`config.mk`:
```
export PLATFORM = sky130hd
export DESIGN_NAME = digit_serial_adder_flat
export DESIGN_NICKNAME = d
export VERILOG_FILES = /design/src/rtl/dsa_pkg.sv /design/src/rtl/digit_serial_adder_if.sv /design/src/rtl/digit_adder.sv /design/src/rtl/fulladder.sv /design/src/rtl/digit_serial_adder.sv /design/src/flat_wrapper.sv
export SDC_FILE = /design/constraint.sdc
export NUM_CORES = 1
export LEC_CHECK = 0
export BUFFER_PORTS_ARGS = -buffer_cell sky130_fd_sc_hd__buf_2
export CORE_MARGIN = 8
export CORE_UTILIZATION = 35
export CTS_BUF_LIST = sky130_fd_sc_hd__clkbuf_16
export DETAILED_ROUTE_END_ITERATION = 8
export GPL_TIMING_DRIVEN = 0
export PLACE_DENSITY_LB_ADDON = 0.3
export SLEW_MARGIN = 20
export SYNTH_ARGS = -nofsm -noshare
export SYNTH_HDL_FRONTEND = slang
export SYNTH_SLANG_ARGS = --single-unit
```
`constraint.sdc`:
```
create_clock -name clk -period 1.9 [get_ports clk]
set_input_delay 0.095 -clock clk [delete_from_list [all_inputs] [get_ports clk]]
set_output_delay 0.095 -clock clk [all_outputs]
set_load 0.03 [all_outputs]
```
`src/rtl/dsa_pkg.sv`:
```
// Shared types and helpers for the digit-serial adder.
// The FSM state encoding and the counter-width helper live here.
package dsa_pkg;

    typedef enum logic [1:0] {
        IDLE = 2'd0,
        RUN  = 2'd1,
        DONE = 2'd2
    } state_t;

    // Number of bits needed to hold values 0..value-1 (at least 1).
    function automatic int clog2(input int value);
        int r;
        r = 0;
        for (int i = 0; i < 31; i++) begin
            if ((32'sd1 << i) < value) begin
                r = i + 1;
            end
        end
        if (r < 1) begin
            r = 1;
        end
        return r;
    endfunction

endpackage

```
`src/rtl/digit_serial_adder_if.sv`:
```
// Operand/result handshake bundle for digit_serial_adder.
// The sub signal exists only when DSA_SUB_EN is defined.
interface digit_serial_adder_if #(
    parameter int WIDTH = 8
);
    logic             in_valid;
    logic             in_ready;
    logic [WIDTH-1:0] a;
    logic [WIDTH-1:0] b;
    logic             cin;
`ifdef DSA_SUB_EN
    logic             sub;
`endif
    logic             out_valid;
    logic             out_ready;
    logic [WIDTH-1:0] sum;
    logic             cout;
    logic             ovf;

    modport master (
        output in_valid, a, b, cin,
`ifdef DSA_SUB_EN
        output sub,
`endif
        output out_ready,
        input  in_ready, out_valid, sum, cout, ovf
    );

    modport slave (
        input  in_valid, a, b, cin,
`ifdef DSA_SUB_EN
        input  sub,
`endif
        input  out_ready,
        output in_ready, out_valid, sum, cout, ovf
    );
endinterface

```
`src/rtl/digit_adder.sv`:
```
// Combinational DIGIT-bit ripple adder; also exposes the carry into its top bit
// so the caller can form signed overflow on the final digit.
module digit_adder #(
    parameter int DIGIT = 2
) (
    input  logic [DIGIT-1:0] a,
    input  logic [DIGIT-1:0] b,
    input  logic             ci,
    output logic [DIGIT-1:0] s,
    output logic             co,
    output logic             c_msb
);
    logic [DIGIT:0] c_s;

    assign c_s[0] = ci;

    for (genvar i = 0; i < DIGIT; i++) begin : g_fa
        fulladder u_fa (
            .a  (a[i]),
            .b  (b[i]),
            .ci (c_s[i]),
            .s  (s[i]),
            .co (c_s[i+1])
        );
    end

    assign co    = c_s[DIGIT];
    assign c_msb = c_s[DIGIT-1];
endmodule

```
`src/rtl/fulladder.sv`:
```
// One-bit full adder cell used to build the digit ripple chain.
module fulladder (
    input  logic a,
    input  logic b,
    input  logic ci,
    output logic s,
    output logic co
);
    assign s  = a ^ b ^ ci;
    assign co = (a & b) | (ci & (a ^ b));
endmodule

```
`src/rtl/digit_serial_adder.sv`:
```
// Multi-cycle adder summing two WIDTH-bit operands DIGIT bits per clock.
// Define DSA_SUB_EN to add the sub port (a-b via ~b plus forced carry-in).
module digit_serial_adder
    import dsa_pkg::*;
#(
    parameter int WIDTH = 8,
    parameter int DIGIT = 2
) (
    input  logic                 clk,
    input  logic                 rst_n,
    digit_serial_adder_if.slave  bus
);
    localparam int N  = WIDTH / DIGIT;
    localparam int CW = clog2(N);

    if ((DIGIT < 1) || ((WIDTH % DIGIT) != 0)) begin : g_bad_digit
        $error("digit_serial_adder: WIDTH must be a positive multiple of DIGIT");
    end

    state_t           state_r;
    logic [CW-1:0]    count_r;
    logic [WIDTH-1:0] a_r;
    logic [WIDTH-1:0] b_r;
    logic [WIDTH-1:0] sum_r;
    logic             carry_r;
    logic             cout_r;
    logic             ovf_r;
    logic             out_valid_r;
    logic             in_ready_r;

    logic [DIGIT-1:0] dsum_s;
    logic             dco_s;
    logic             dcmsb_s;
    logic [WIDTH-1:0] a_next_s;
    logic [WIDTH-1:0] b_next_s;
    logic [WIDTH-1:0] sum_next_s;
    logic             sub_s;

`ifdef DSA_SUB_EN
    assign sub_s = bus.sub;
`else
    assign sub_s = 1'b0;
`endif

    digit_adder #(.DIGIT(DIGIT)) u_digit (
        .a     (a_r[DIGIT-1:0]),
        .b     (b_r[DIGIT-1:0]),
        .ci    (carry_r),
        .s     (dsum_s),
        .co    (dco_s),
        .c_msb (dcmsb_s)
    );

    // Result digits enter at the MSB end so after N shifts the LSB digit sits at bit 0.
    if (WIDTH == DIGIT) begin : g_single
        assign a_next_s   = a_r;
        assign b_next_s   = b_r;
        assign sum_next_s = dsum_s;
    end else begin : g_multi
        assign a_next_s   = {{DIGIT{1'b0}}, a_r[WIDTH-1:DIGIT]};
        assign b_next_s   = {{DIGIT{1'b0}}, b_r[WIDTH-1:DIGIT]};
        assign sum_next_s = {dsum_s, sum_r[WIDTH-1:DIGIT]};
    end

    // Control FSM, operand/result shift registers and handshake flags.
    always_ff @(posedge clk) begin
        if (!rst_n) begin
            state_r     <= IDLE;
            count_r     <= {CW{1'b0}};
            a_r         <= {WIDTH{1'b0}};
            b_r         <= {WIDTH{1'b0}};
            sum_r       <= {WIDTH{1'b0}};
            carry_r     <= 1'b0;
            cout_r      <= 1'b0;
            ovf_r       <= 1'b0;
            out_valid_r <= 1'b0;
            in_ready_r  <= 1'b1;
        end else begin
            case (state_r)
                IDLE: begin
                    if (bus.in_valid && in_ready_r) begin
                        a_r        <= bus.a;
                        b_r        <= sub_s ? ~bus.b : bus.b;
                        carry_r    <= sub_s ? 1'b1 : bus.cin;
                        count_r    <= CW'(N - 1);
                        in_ready_r <= 1'b0;
                        state_r    <= RUN;
                    end
                end
                RUN: begin
                    a_r     <= a_next_s;
                    b_r     <= b_next_s;
                    sum_r   <= sum_next_s;
                    carry_r <= dco_s;
                    if (count_r == {CW{1'b0}}) begin
                        cout_r      <= dco_s;
                        ovf_r       <= dco_s ^ dcmsb_s;
                        out_valid_r <= 1'b1;
                        state_r     <= DONE;
                    end else begin
                        count_r <= count_r - CW'(1);
                    end
                end
                DONE: begin
                    if (bus.out_ready) begin
                        out_valid_r <= 1'b0;
                        in_ready_r  <= 1'b1;
                        state_r     <= IDLE;
                    end
                end
                default: begin
                    out_valid_r <= 1'b0;
                    in_ready_r  <= 1'b1;
                    state_r     <= IDLE;
                end
            endcase
        end
    end

    assign bus.in_ready  = in_ready_r;
    assign bus.out_valid = out_valid_r;
    assign bus.sum       = sum_r;
    assign bus.cout      = cout_r;
    assign bus.ovf       = ovf_r;

endmodule

```
`src/flat_wrapper.sv`:
```
// flat-port wrapper written by rule: the top's interface ports become plain ports
module digit_serial_adder_flat import dsa_pkg::*;
#(
    parameter int WIDTH = 8,
    parameter int DIGIT = 2
)
  (clk, rst_n, bus_in_valid, bus_a, bus_b, bus_cin, bus_out_ready, bus_in_ready, bus_out_valid, bus_sum, bus_cout, bus_ovf);
  digit_serial_adder_if #(.WIDTH(WIDTH)) bus_i ();
  input  logic clk;
  input  logic rst_n;
  input wire logic [$bits(bus_i.in_valid)-1:0] bus_in_valid;
  input wire logic [$bits(bus_i.a)-1:0] bus_a;
  input wire logic [$bits(bus_i.b)-1:0] bus_b;
  input wire logic [$bits(bus_i.cin)-1:0] bus_cin;
  input wire logic [$bits(bus_i.out_ready)-1:0] bus_out_ready;
  output wire logic [$bits(bus_i.in_ready)-1:0] bus_in_ready;
  output wire logic [$bits(bus_i.out_valid)-1:0] bus_out_valid;
  output wire logic [$bits(bus_i.sum)-1:0] bus_sum;
  output wire logic [$bits(bus_i.cout)-1:0] bus_cout;
  output wire logic [$bits(bus_i.ovf)-1:0] bus_ovf;
  assign bus_i.in_valid = bus_in_valid;
  assign bus_i.a = bus_a;
  assign bus_i.b = bus_b;
  assign bus_i.cin = bus_cin;
  assign bus_i.out_ready = bus_out_ready;
  assign bus_in_ready = bus_i.in_ready;
  assign bus_out_valid = bus_i.out_valid;
  assign bus_sum = bus_i.sum;
  assign bus_cout = bus_i.cout;
  assign bus_ovf = bus_i.ovf;
  digit_serial_adder #(.WIDTH(WIDTH), .DIGIT(DIGIT)) u_core (.clk(clk), .rst_n(rst_n), .bus(bus_i));
endmodule
```
==> flow_summary.ini <==
[synthesis]
syn-mean-instance-area_sq_um = 8.70
yosys_most_used_dff = dfxtp_1
yosysWarnings = 0
async_reset_ff_share_pct = 0
synth_cell_types = 34
yosys.area.top_type_share_pct = 42.4
synth-edff-count = 0
synth_seq_cells = 33
syn-num-nets = 203
yosys-top-cells-area = dfxtp_1 42%, nand2_1 9.2%, o311ai_0 6.7%, a31oi_1 4.8%, a21oi_1 3.5%
synthCells = 179
synth_area_sq_mm = 0.00156
yosys.area.top_type = dfxtp_1
seq_area_frac_synth_pct = 42.4

[timing]
setup_ws_ns = 0.183
fin_crit_sh_pct = 90.4
setup_viol_count_final = 0
grt_setup_unrepaired = false
fin_worst_skew_ns = 0.00492
slew_violations = 0
hold_viol_final = 0
max_freq_ghz = 0.582
worstMarginPinSlew_ns = 0.506
slew_headroom_pct = 66.3
period_minus_slack_ns = 1.72

[routing]
dr_total_vias = 1385
wl_um = 3930
viasPerCell = 5.11
detail_route.wl_per_cell_um = 14.5
dr.pass1.iters = 4
detail-route-antenna-nets = 0
route.detailed.drc = 0
first_iter_violations = 93

[setup_path]
critPathRequiredTime_ns = 2.09
slowest_stage = fa_2
cp_data_arrival_time_ns = 1.91
crit_type = register to register
crit_chain = inv_1 -> fa_2 -> fa_2 -> nor3b_2 -> a2111oi_2 -> a211oi_1
start_kind = register
r2r_slack_ns = 0.18
cp_max_fo = 3
max_stage_delay_ns = 0.41
cp-end-kind = register
cp_common_cell = fa_2

[global_routing]
antenna_found_initial = 0
grt_pass1_wl_um = 6550
gr-total-overflow = 0
grt_pass1_vias = 1386
grt_max_degree = 11
grtUsageTotal_pct = 12.4

[power]
p_comb_share_pct = 20.8
p_leak_nw = 0.791
power_frac_seq_pct = 41.5
pwr-share-clk_pct = 37.7
design_power_total_mw = 1.98
intPower_mw = 1.42
switching_power_uw = 565
ir_drop_mv = 0.662
swShare_pct = 28.5
powerDensity_mw_per_mm2 = 1030

[floorplan]
coreArea_sq_mm = 0.00432
boundaryPins = 33
die_area_sq_mm = 0.00684
row_count = 24
die_h_um = 82.7
die_x_um = 82.7
initial_core_util_pct = 36.0

[cells_and_area]
instances_no_fill = 271
synthToLayoutAreaGrowth_pct = 23.9
drive_gt1_share_pct = 26.9
n_antenna_cell = 0
fin_area_sq_mm = 0.00193
nets = 242
finish.utilization_pct = 44.6

[place]
place.port_buffers = 32
hpwl_um = 2840
placed_area_sq_mm = 0.00178
finalWeightedCongestion = 0.771
place_inst = 263
dp_slack_ns = -0.0583

[clock_tree]
cts_setup_buffers = 0
cts_tree = yes
cts.sinks = 33
cts_max_level = 2
holdBufCountCts = 0
clockBufferDepth = 2
clock_latency_ns = 0.27
clockRootBuffer = clkbuf_16
cts_made_buffers = 5
clk_pin_slew_ns = 0.05

[status]
status = finished clean

[worst_hold_path]
hold_class = primary input to register

[job]
drv_cap = 0
-- metal layers --
metal,wire (um),vias up,track usage (%)
li1,-,712,-
met1,1790,648,15.0
met2,1930,23,19.7
met3,184,2,4.55
met4,28,0,4.66
met5,0,-,0
-- sequential cells by signal (all words and copies together), names as in the netlist --
name,flops
u_core.state_r,2
u_core.a_r,8
u_core.bus.sum,8
u_core.bus.ovf,1
u_core.carry_r,1
u_core.bus.cout,1
u_core.b_r,8
u_core.bus.in_ready,1
u_core.count_r,2
u_core.bus.out_valid,1
-- cell type report --
| cell class | instances | area, sq um |
|---|---|---|
| clock buffer | 5 | 125 |
| buffer | 14 | 83.8 |
| fill | 459 | 2390 |
| tap | 52 | 65.1 |
| multi-input combinational | 123 | 790 |
| sequential | 33 | 661 |
| inverter | 9 | 33.8 |
| clock inverter | 3 | 12.5 |
| timing repair buffer | 32 | 160 |
-- critical path, delay by kind of cell (launching register included) --
kind | cells | cell delay (ns)
compound gates | 2 | 0.23
fa+ha+maj | 2 | 0.80
buf+inv | 1 | 0.07
flops | 1 | 0.34
simple gates | 1 | 0.19
-- timing repair --
item | CTS | global route
resized for setup | 2 | 1
pin swaps | 0 | 1
endpoints found under the setup margin | 1 | 1
-- per-stage QoR --
stage | hold WS [ns] | TNS [ns]
final | 0.0292 | 0
after CTS | 0.0263 | 0
after detailed placement | 0.309 | -0.0583
after global routing | 0.0417 | 0
after floorplan | 0.221 | 0
after global placement | 0.307 | -0.0159
-- synth_stat cells (2+ instances only) --
cell type / number
a211oi_1: 5
a21oi_1: 11
a31oi_1: 12
a32o_1: 4
buf_2: 5
buf_4: 4
clkbuf_1: 2
clkbuf_2: 2
dfxtp_1: 33
fa_1: 2
inv_1: 9
nand2_1: 38
nand2b_1: 8
nor2_1: 6
nor3b_1: 2
o211a_1: 2
o311ai_0: 12
or2b_1: 6
-- worst paths after layout --
| check | start | endpoint | depth (start not counted) |
|---|---|---|---|
| max reg2reg | u_core.b_r[0] | u_core.carry_r | 6 |
| min | bus_b[6] | u_core.b_r[6] | 2 |
| max | u_core.b_r[0] | u_core.carry_r | 6 |
| min reg2reg | u_core.bus.sum[1] | u_core.bus.sum[1] | 2 |
-- cells in the final DEF (no fill, tap or decap), types with 2 or more instances in the layout --
master and n:
inv_1 9, nand2_1 38, clkbuf_16 5, nor3b_2 2, clkinv_1 2, nor2_1 6
dfxtp_1 33, a211oi_1 5, a32o_1 4, fa_2 2, buf_4 4, or2b_1 6
a21oi_1 11, o211a_1 2, buf_2 37, o311ai_0 12, clkbuf_2 2, a31oi_1 12
clkbuf_1 2, nand2b_1 8
-- power groups by stage --
stage / clock (mW) / combinational [mW] / sequential, mW
floorplan: 0 / 0.268 / 0.854
global placement: 0 / 0.408 / 0.833
detailed placement: 0 / 0.408 / 0.836
CTS: 0.765 / 0.413 / 0.822
global route: 0.802 / 0.463 / 0.834
finish: 0.747 / 0.413 / 0.822
-- cell families (layout without fill, tap and decap cells) --
family | after synthesis | in the layout | synth area share, %
xor+xnor | 1 | 1 | 0.562
buf+inv | 23 | 63 | 7.55
compound gates | 51 | 51 | 24.3
flops | 33 | 33 | 42.4
simple gates | 68 | 68 | 21.8
fa+ha+maj | 3 | 3 | 3.37
Power figures use the tool's default switching activity.
